<file path="src/rtl/uart_pkg.sv">
// Shared definitions for the UART receiver slice that sits in front of the byte FIFO.
// Holds the receiver state encoding, frame constants and the baud-rate helpers.
// Optional feature macro used by the receiver: UART_RX_PARITY_EN (8E1 framing).
package uart_pkg;

    // Receiver states; PARITY is only reachable when the parity feature is compiled in.
    typedef enum logic [2:0] {
        IDLE   = 3'd0,
        START  = 3'd1,
        DATA   = 3'd2,
        PARITY = 3'd3,
        STOP   = 3'd4,
        WRITE  = 3'd5
    } rx_state_t;

    localparam int   DATA_BITS = 8;
    localparam logic STOP_LVL  = 1'b1;

    // Clocks per bit, truncating division. Callers keep the result >= 4 so that the
    // mid-bit strobe stays clear of the counter wrap.
    function automatic int calc_bps_cnt(input int clk_freq, input int baud);
        return clk_freq / baud;
    endfunction

    // Width of a counter that holds 0..bps_cnt-1.
    function automatic int calc_cnt_w(input int bps_cnt);
        return (bps_cnt <= 2) ? 1 : $clog2(bps_cnt);
    endfunction

endpackage

</file>
<file path="src/rtl/uart_rx_fifo_wr_if.sv">
// FIFO write-port bundle between the UART receiver and the byte FIFO.
//
// Handshake: wr_en is a single-cycle push strobe and wr_data is valid only while
// wr_en=1. full plays the role of an inverted ready: the receiver examines it in the
// cycle it wants to push and never raises wr_en while full=1, so every wr_en=1 cycle
// is exactly one accepted byte. There is no back-pressure stall; a refused byte is
// dropped by the receiver and reported separately.
interface uart_rx_fifo_wr_if;

    logic       full;
    logic       wr_en;
    logic [7:0] wr_data;

    // Receiver side: produces the strobe and the byte, observes the full flag.
    modport master (
        output wr_en,
        output wr_data,
        input  full
    );

    // FIFO side: consumes the strobe and the byte, reports full.
    modport slave (
        input  wr_en,
        input  wr_data,
        output full
    );

endinterface

</file>
<file path="src/rtl/uart_rx_bps.sv">
// Baud counter for the UART receiver: counts clocks within one bit period and raises
// a one-cycle sample strobe in the middle of each bit. Held at zero while disabled or
// cleared, so the first strobe after enabling lands half a bit after the start edge.
module uart_rx_bps
    import uart_pkg::*;
#(
    parameter int BPS_CNT = 10
) (
    input  logic clk,
    input  logic rst_n,
    input  logic enable,
    input  logic clear,
    output logic sample
);

    localparam int               CNT_W   = calc_cnt_w(BPS_CNT);
    localparam logic [CNT_W-1:0] CNT_MAX = CNT_W'(BPS_CNT - 1);
    localparam logic [CNT_W-1:0] CNT_MID = CNT_W'(BPS_CNT / 2);
    localparam logic [CNT_W-1:0] CNT_ONE = CNT_W'(1);

    logic [CNT_W-1:0] cnt;

    // Free-running bit-period counter, 0..BPS_CNT-1, active only while enabled.
    always_ff @(posedge clk or negedge rst_n) begin
        if (!rst_n) begin
            cnt <= '0;
        end else if (clear || !enable) begin
            cnt <= '0;
        end else if (cnt == CNT_MAX) begin
            cnt <= '0;
        end else begin
            cnt <= cnt + CNT_ONE;
        end
    end

    assign sample = enable && !clear && (cnt == CNT_MID);

endmodule

</file>
<file path="src/rtl/uart_rx_fifo_wr.sv">
// UART receiver feeding a byte FIFO write port.
// Samples rs_rx (8N1, LSB first) at mid-bit, pushes each good byte with a one-cycle
// wr_en strobe and reports framing / overrun faults as one-cycle pulses.
// Build option: define UART_RX_PARITY_EN for 8E1 framing with an extra parity_err pulse.
// state_dbg mirrors the FSM state for observation.
module uart_rx_fifo_wr
    import uart_pkg::*;
#(
    parameter int CLK_FREQ = 50_000_000,
    parameter int BAUD     = 9600
) (
    input  logic                     clk,
    input  logic                     rst_n,
    input  logic                     rs_rx,
    uart_rx_fifo_wr_if.master        fifo,
    output logic                     rx_busy,
    output logic                     frame_err,
    output logic                     overrun,
`ifdef UART_RX_PARITY_EN
    output logic                     parity_err,
`endif
    output rx_state_t                state_dbg
);

    // Clocks per bit; the configuration must keep this at 4 or more.
    localparam int BPS_CNT = calc_bps_cnt(CLK_FREQ, BAUD);

    localparam logic [2:0] LAST_BIT = 3'(DATA_BITS - 1);

    rx_state_t  state;
    rx_state_t  state_nxt;

    logic       rx_meta;
    logic       rx_s;
    logic       rx_d;
    logic       rx_fall;

    logic       sample;
    logic       bps_en;
    logic       bps_clr;

    logic [7:0] shift_q;
    logic [2:0] bit_idx;
    logic [7:0] wr_data_q;
    logic       push;
`ifdef UART_RX_PARITY_EN
    logic       parity_bad_q;
`endif

    // Two-flop synchroniser for the asynchronous line plus one more flop for edge detect.
    always_ff @(posedge clk or negedge rst_n) begin
        if (!rst_n) begin
            rx_meta <= 1'b1;
            rx_s    <= 1'b1;
            rx_d    <= 1'b1;
        end else begin
            rx_meta <= rs_rx;
            rx_s    <= rx_meta;
            rx_d    <= rx_s;
        end
    end

    assign rx_fall = rx_d && !rx_s;

    // The bit clock runs only while a frame is in progress and restarts from zero on
    // every start edge.
    assign bps_en  = (state != IDLE);
    assign bps_clr = (state == IDLE);

    uart_rx_bps #(
        .BPS_CNT (BPS_CNT)
    ) u_bps (
        .clk    (clk),
        .rst_n  (rst_n),
        .enable (bps_en),
        .clear  (bps_clr),
        .sample (sample)
    );

    // FSM state register.
    always_ff @(posedge clk or negedge rst_n) begin
        if (!rst_n) begin
            state <= IDLE;
        end else begin
            state <= state_nxt;
        end
    end

    // Next state and the one-cycle output pulses. Pulses come straight from the state
    // so that they drop together with an asynchronous reset.
    always_comb begin
        state_nxt = state;
        push      = 1'b0;
        frame_err = 1'b0;
        overrun   = 1'b0;
`ifdef UART_RX_PARITY_EN
        parity_err = 1'b0;
`endif
        unique case (state)
            IDLE: begin
                if (rx_fall) begin
                    state_nxt = START;
                end
            end
            START: begin
                // A start bit that is high again at mid-bit was a glitch.
                if (sample) begin
                    state_nxt = rx_s ? IDLE : DATA;
                end
            end
            DATA: begin
                if (sample && (bit_idx == LAST_BIT)) begin
`ifdef UART_RX_PARITY_EN
                    state_nxt = PARITY;
`else
                    state_nxt = STOP;
`endif
                end
            end
`ifdef UART_RX_PARITY_EN
            PARITY: begin
                if (sample) begin
                    state_nxt = STOP;
                end
            end
`endif
            STOP: begin
                // Returning to IDLE here (mid-stop) leaves half a bit to catch the next
                // start edge of a back-to-back frame.
                if (sample) begin
                    if (rx_s == STOP_LVL) begin
                        state_nxt = WRITE;
                    end else begin
                        frame_err = 1'b1;
                        state_nxt = IDLE;
                    end
                end
            end
            WRITE: begin
                state_nxt = IDLE;
`ifdef UART_RX_PARITY_EN
                if (parity_bad_q) begin
                    parity_err = 1'b1;
                end else
`endif
                if (fifo.full) begin
                    overrun = 1'b1;
                end else begin
                    push = 1'b1;
                end
            end
            default: begin
                state_nxt = IDLE;
            end
        endcase
    end

    // Data path: shift in LSB first (new bit enters at bit 7) and count data bits.
    always_ff @(posedge clk or negedge rst_n) begin
        if (!rst_n) begin
            shift_q <= '0;
            bit_idx <= '0;
        end else if (state == IDLE) begin
            bit_idx <= '0;
        end else if ((state == DATA) && sample) begin
            shift_q <= {rx_s, shift_q[7:1]};
            bit_idx <= bit_idx + 3'd1;
        end
    end

`ifdef UART_RX_PARITY_EN
    // Even parity: data bits XOR parity bit must be zero for a good byte.
    always_ff @(posedge clk or negedge rst_n) begin
        if (!rst_n) begin
            parity_bad_q <= 1'b0;
        end else if ((state == PARITY) && sample) begin
            parity_bad_q <= (^shift_q) ^ rx_s;
        end
    end
`endif

    // Remember the last pushed byte so wr_data stays stable between writes.
    always_ff @(posedge clk or negedge rst_n) begin
        if (!rst_n) begin
            wr_data_q <= '0;
        end else if (push) begin
            wr_data_q <= shift_q;
        end
    end

    assign fifo.wr_en   = push;
    assign fifo.wr_data = push ? shift_q : wr_data_q;
    assign rx_busy      = (state != IDLE);
    assign state_dbg    = state;

endmodule

</file>
<file path="src/flat_wrapper.sv">
// flat-port wrapper written by rule: the top's interface ports become plain ports
module uart_rx_fifo_wr_flat import uart_pkg::*;
#(
    parameter int CLK_FREQ = 50_000_000,
    parameter int BAUD     = 9600
)
  (clk, rst_n, rs_rx, rx_busy, frame_err, overrun, state_dbg, fifo_wr_en, fifo_wr_data, fifo_full);
  uart_rx_fifo_wr_if fifo_i ();
  input  logic clk;
  input  logic rst_n;
  input  logic rs_rx;
  output logic rx_busy;
  output logic frame_err;
  output logic overrun;
  output rx_state_t state_dbg;
  output wire logic [$bits(fifo_i.wr_en)-1:0] fifo_wr_en;
  output wire logic [$bits(fifo_i.wr_data)-1:0] fifo_wr_data;
  input wire logic [$bits(fifo_i.full)-1:0] fifo_full;
  assign fifo_wr_en = fifo_i.wr_en;
  assign fifo_wr_data = fifo_i.wr_data;
  assign fifo_i.full = fifo_full;
  uart_rx_fifo_wr #(.CLK_FREQ(CLK_FREQ), .BAUD(BAUD)) u_core (.clk(clk), .rst_n(rst_n), .rs_rx(rs_rx), .fifo(fifo_i), .rx_busy(rx_busy), .frame_err(frame_err), .overrun(overrun), .state_dbg(state_dbg));
endmodule
</file>
<file path="config.mk">
export PLATFORM = sky130hd
export DESIGN_NAME = uart_rx_fifo_wr_flat
export DESIGN_NICKNAME = d
export VERILOG_FILES = /design/src/rtl/uart_pkg.sv /design/src/rtl/uart_rx_fifo_wr_if.sv /design/src/rtl/uart_rx_bps.sv /design/src/rtl/uart_rx_fifo_wr.sv /design/src/flat_wrapper.sv
export SDC_FILE = /design/constraint.sdc
export NUM_CORES = 1
export LEC_CHECK = 0
export BUFFER_PORTS_ARGS = -buffer_cell sky130_fd_sc_hd__buf_4
export CORE_MARGIN = 2
export CORE_UTILIZATION = 55
export DETAILED_ROUTE_END_ITERATION = 16
export PLACE_DENSITY = 0.86
export SLEW_MARGIN = 10
export SYNTH_ARGS = -nofsm -noshare
export SYNTH_HDL_FRONTEND = slang
export SYNTH_SLANG_ARGS = --single-unit
export TNS_END_PERCENT = 30
</file>
<file path="constraint.sdc">
create_clock -name clk -period 2.57 [get_ports clk]
set_clock_uncertainty 0.2 [all_clocks]
set_input_delay 0.3855 -clock clk [delete_from_list [all_inputs] [get_ports clk]]
set_output_delay 0.3855 -clock clk [all_outputs]
set_load 0.02 [all_outputs]
</file>
# After elaboration in Yosys (flattened, before gate mapping)
# Index checks and enable logic that the tools add are counted.
[totals]
input_bits = 4
wordCells = 55
output_inout_bits = 15
regBits = 38
[op_classes]
n_bitwise = 1
addsub = 2
eq_ne = 11
n_mux = 19
n_reduce_logical = 14
[op_table]
columns = ["cell", "n"]
rows = [
  ["two-way mux 13 bit", 2],
  ["two-way mux 3 bit", 7],
  ["adder 13 x 1 -> 13 bit (second input constant)", 1],
  ["== test 13 x 12 -> 1 bit (second input constant)", 1],
  ["== test 13 bit (second input constant)", 1],
  ["one-hot mux 3 bit (4 select lines)", 1],
  ["== test 3 bit (second input constant)", 3],
  ["two-way mux 8 bit", 1],
  ["inequality test 2 x 1 -> 1 bit (second input constant)", 4],
  ["two-way mux 1 bit", 7],
  ["logical AND 1 bit", 5],
  ["AND reduction 4 bit", 1],
  ["adder 3 x 1 -> 3 bit (second input constant)", 1],
  ["== test 3 x 1 -> 1 bit (second input constant)", 1],
  ["== test 3 x 2 -> 1 bit (second input constant)", 1],
  ["logical NOT 1 bit", 3],
  ["logical NOT 3 bit", 1],
  ["nonzero test 3 bit", 1],
  ["two-way mux 2 bit", 1],
  ["AND reduction 2 bit", 1],
  ["nonzero test 2 bit", 1],
  ["logical OR 1 bit", 1],
  ["NOT 1 bit", 1],
]

# Depth between registers and ports, before layout
[depth]
ltp_word = 7
ltp_mapped = 8
depth_no_buf = 6

# By module
# From an unflattened synthesis, not the netlist that was laid out.
[hier_totals]
cells_unflattened = 154
hier_area_um2 = 1845.5
[modules_own_cells]
columns = ["module", "instances", "seq_area_each_um2", "cells_each", "area_per_inst_um2"]
rows = [
  ["uart_rx_fifo_wr", 1, 629.4, 82, 1126.1],
  ["uart_rx_bps", 1, 325.3, 72, 719.4],
]

# Worst setup path before layout
# Ideal clock, no wire load.
[synth_timing]
path_kind = "register -> output"
start = "register u_core.state[1] (netlist: u_core.state_dbg[1])"
end = "output port fifo_wr_data[0]"
stages_incl_launch_ff = 5
setup_slack_ns = 0.416
t_arrival_ns = 1.569
t_required_ns = 1.984
n_path_buf = 1
cell_sequence = "dfrtp_1 nand2b_1 nor3b_1 buf_2 mux2_2"
[synth_between]
elab_chain_cells = 3
[synth_rtl]
columns = ["element", "line_no", "source"]
rows = [
  ["start, declared", "uart_rx_fifo_wr.sv:30", "rx_state_t state;"],
  ["start signal, assigned", "uart_rx_fifo_wr.sv:85", "state <= state_nxt;"],
  ["== test 3 bit", "uart_rx_fifo_wr.sv:99", "unique case (state)"],
  ["two-way mux 1 bit", "uart_rx_fifo_wr.sv:99", ""],
  ["net fifo_wr_en", "flat_wrapper.sv:16", "output wire logic [$bits(fifo_i.wr_en)-1:0] fifo_wr_en;"],
  ["two-way mux 8 bit", "uart_rx_fifo_wr.sv:192", "assign fifo.wr_data = push ? shift_q : wr_data_q;"],
  ["end, declared", "flat_wrapper.sv:17", "output wire logic [$bits(fifo_i.wr_data)-1:0] fifo_wr_data;"],
]
# The timed path passes the listed nets, and every way through them passes these cells.

# Final worst setup path
[layout_timing]
start = "register u_core.state[1] (netlist: u_core.state_dbg[1])"
end = "output port fifo_wr_data[0]"
[layout_between]
elab_chain_cells = 3
[layout_rtl]
columns = ["element", "line_no"]
rows = [
  ["== test 3 bit", "uart_rx_fifo_wr.sv:99"],
  ["two-way mux 1 bit", "uart_rx_fifo_wr.sv:99"],
  ["two-way mux 8 bit", "uart_rx_fifo_wr.sv:192"],
]
# Every way passes these cells.

==> impl_metrics.py <==
metrics = {
    "worst_setup_path": {
        "r2r-end": "u_core.shift_q[1]",
        "critPathKind": "reg2out",
        "cp-start-kind": "flip-flop",
        "end_kind": "primary output",
        "endpoint": "fifo_wr_data[0]",
        "worst-path-max-fanout": 7,
        "critPathLaunch": "u_core.state_dbg[1]",
        "reg2reg_from": "u_core.state_dbg[0]",
        "arrival_ps": 1910,
        "worstPathRequired_ps": 1980,
        "r2r_cells": 3,
        "r2r_slack_ps": 630,
    },
    "yosys": {
        "yosysTopAreaCellShare_pct": 49.2,
        "synth.cell_area_um2": 1780,
        "synth_top_area_cell": "dfrtp_1",
        "synth-edff-count": 0,
        "synthCells": 144,
        "ys_async_sr_fraction_pct": 100,
        "synth-main-ff-cell": "dfrtp_1",
        "synth_most_common_cell": "dfrtp_1",
        "yosys_warnings": 0,
        "synth_seq_cells": 38,
        "ys_seq_area_share_pct": 53.6,
        "syn_avg_cell_area_um2": 12.4,
        "ys_top_cells_by_area": "dfrtp_1 49%, mux2_2 7.0%, xor2_1 4.9%, dfstp_2 4.4%, mux2_4 4.2%",
        "synth_common_cells": "35 x dfrtp_1, 15 x nor2_1, 11 x mux2_2",
        "syn-num-nets": 152,
        "synth_cell_types": 37,
    },
    "routing": {
        "ant_nets": 0,
        "viasPerCell": 5.59,
        "routed_wl_um": 3260,
        "vias": 1186,
        "first_pass_iters": 4,
        "first_iter_violations": 44,
        "drcViolationCount": 0,
        "wl_per_cell_um": 15.4,
    },
    "min_path": {
        "hold_class": "reg2reg",
        "min_from": "u_core.rx_meta",
    },
    "timing": {
        "max_freq_mhz": 400,
        "hold_ws_ps": 160,
        "hold_viol": 0,
        "setup_viol": 0,
        "worst_pin_slew_ps": 547,
        "fin_tns_setup_ps": 0,
        "layout_min_cycle_time_ps": 2500,
        "slew-limit-headroom_pct": 63.5,
        "rsz0062_at_grt": "no",
        "slew_violations": 0,
        "period_share_pct": 97.2,
    },
    "layout": {
        "seq_area_um2": 957,
        "layout-drive-gt1-share_pct": 35.1,
        "antennaDiodeCount": 0,
        "nets": 175,
        "syn_to_final_growth_pct": 14.0,
        "fin_util_pct": 65.9,
        "fillers": 228,
        "fin_cells": 212,
        "multi_input_area_um2": 763,
    },
    "place": {
        "io_buffers": 18,
        "gp_congestion": 0.761,
        "hpwlAfterDp_um": 2220,
        "place_inst": 199,
    },
    "clocking": {
        "root_buffer": "clkbuf_4",
        "cts_tree": "done",
        "ctsHtreeMaxLevel": 2,
        "worstSkewPairLatency_ps": 350,
        "cts_buffer_depth": 2,
        "cts.sinks": 38,
        "cts_buffers": 5,
        "clkTransAtPathRegs_ps": 110,
    },
    "floorplanning": {
        "die_x_um": 60.9,
        "io_pins": 19,
        "core_um2": 3080,
        "die_area_um2": 3710,
        "num_rows": 20,
        "start_util_pct": 57.8,
        "die_h_um": 60.9,
    },
    "run_status": {
        "outcome": "finished, final reports clean",
    },
    "power": {
        "ir_worst_vdd_mv": 0.437,
        "total_power_mw": 1.20,
        "p_leak_nw": 0.965,
        "p_per_area_nw_per_um2": 593,
    },
    "job": {
        "cap_viol_max_count": 0,
    },
    "grt": {
        "antenna_found_initial": 0,
        "grt_max_degree": 39,
        "grt_pass1_wl_um": 5200,
        "first_global_vias": 1118,
        "track_usage_pct": 19.8,
        "overflow": 0,
    },
}
logic make-up (layout without fill, tap and decap cells):
group,count (synthesis),after routing,share of synthesized area (%)
muxes,17,17,11.7
adders and majority gates,4,4,2.81
AOI/OAI and AO/OA,6,6,2.60
xor gates and xnor gates,11,11,5.41
DFF,38,38,53.6
and+or+nand+nor,57,57,19.6
buffers and inverters,11,35,4.22
sequential cells by signal, indices dropped and copies added, names as in the netlist:
| name | flops |
|---|---|
| u_core.bit_idx | 3 |
| u_core.rx_s | 1 |
| u_core.u_bps.cnt | 13 |
| u_core.rx_d | 1 |
| u_core.shift_q | 8 |
| u_core.state_dbg | 3 |
| u_core.rx_meta | 1 |
| u_core.wr_data_q | 8 |
worst min path at each step:
stage / to / slack, ps / depth (start not counted)
after floorplan: u_core.bit_idx[0] / -110 / 0
after global placement: u_core.rx_s / 150 / 0
after detailed placement: u_core.rx_s / 160 / 0
after CTS: u_core.rx_s / 160 / 0
after global routing: u_core.rx_s / 170 / 0
final: u_core.rx_s / 160 / 0
metrics by stage:
step                      instance area (µm²)  setup slack [ps]
after detailed placement                 1910               374
final                                    2030              72.8
after global placement                   1910               464
after floorplan                          1780               416
after CTS                                2010              38.7
after global routing                     2030              7.30
cells in the final DEF, fill, tap and decap left out, drive strengths merged:
master	synthesis	routed
or3	1	1
clkinv	0	1
nand3	6	6
nand2b	1	1
and2	3	3
and3	1	1
buf	5	22
nand4	6	6
mux2	16	16
o32ai	1	1
clkbuf	3	7
and4	3	3
o21ai	3	3
dfstp	3	3
xor2	10	10
and4b	1	1
mux2i	1	1
xnor2	1	1
inv	3	3
a221o	1	1
nand2	8	8
dfrtp	35	35
nand4bb	1	1
and4bb	3	3
dlygate4sd3	0	2
nor4	3	3
nor2	15	15
a22o	1	1
or3b	1	1
nor3b	3	3
ha	4	4
nor4bb	1	1
cell type report:
cell class	count	share of cell area (%)
Clock buffer	7	2.71
Multi-Input combinational cell	95	37.6
Sequential cell	38	47.2
Clock inverter	1	0.247
Inverter	3	0.555
Timing Repair Buffer	24	9.00
Tap cell	44	2.71
worst max-delay path, stage by stage, from the launching register on:
cell and delay, ps:
dfrtp_2 460, nand2b_4 170, nor3b_2 220, buf_2 190, mux2_2 350, buf_4 160
layer usage:
metal | global-route usage (%) | vias to the layer above | share of wire (%)
li1 | - | 550 | -
met1 | 25.7 | 589 | 45
met2 | 29.2 | 40 | 48
met3 | 4.90 | 7 | 4.9
met4 | 13.7 | 0 | 2.5
met5 | 0 | - | 0
what timing repair did:
item	in CTS	in global routing
gates resized for setup	3	2
setup endpoints to repair	8	8
hold buffers	2	0
buffers inserted	0	2
pin swaps	1	1
hold endpoints to repair	36	0
gates cloned	1	0
report_power, final:
group / internal [mW] / total (mW) / switching [mW] / leakage (nW)
Combinational: 0.0743 / 0.179 / 0.104 / 0.422
Clock: 0.133 / 0.329 / 0.196 / 0.0353
Sequential: 0.641 / 0.696 / 0.0548 / 0.507
Total: 0.848 / 1.20 / 0.356 / 0.965
Note: power is estimated with default switching activity, not from simulation.
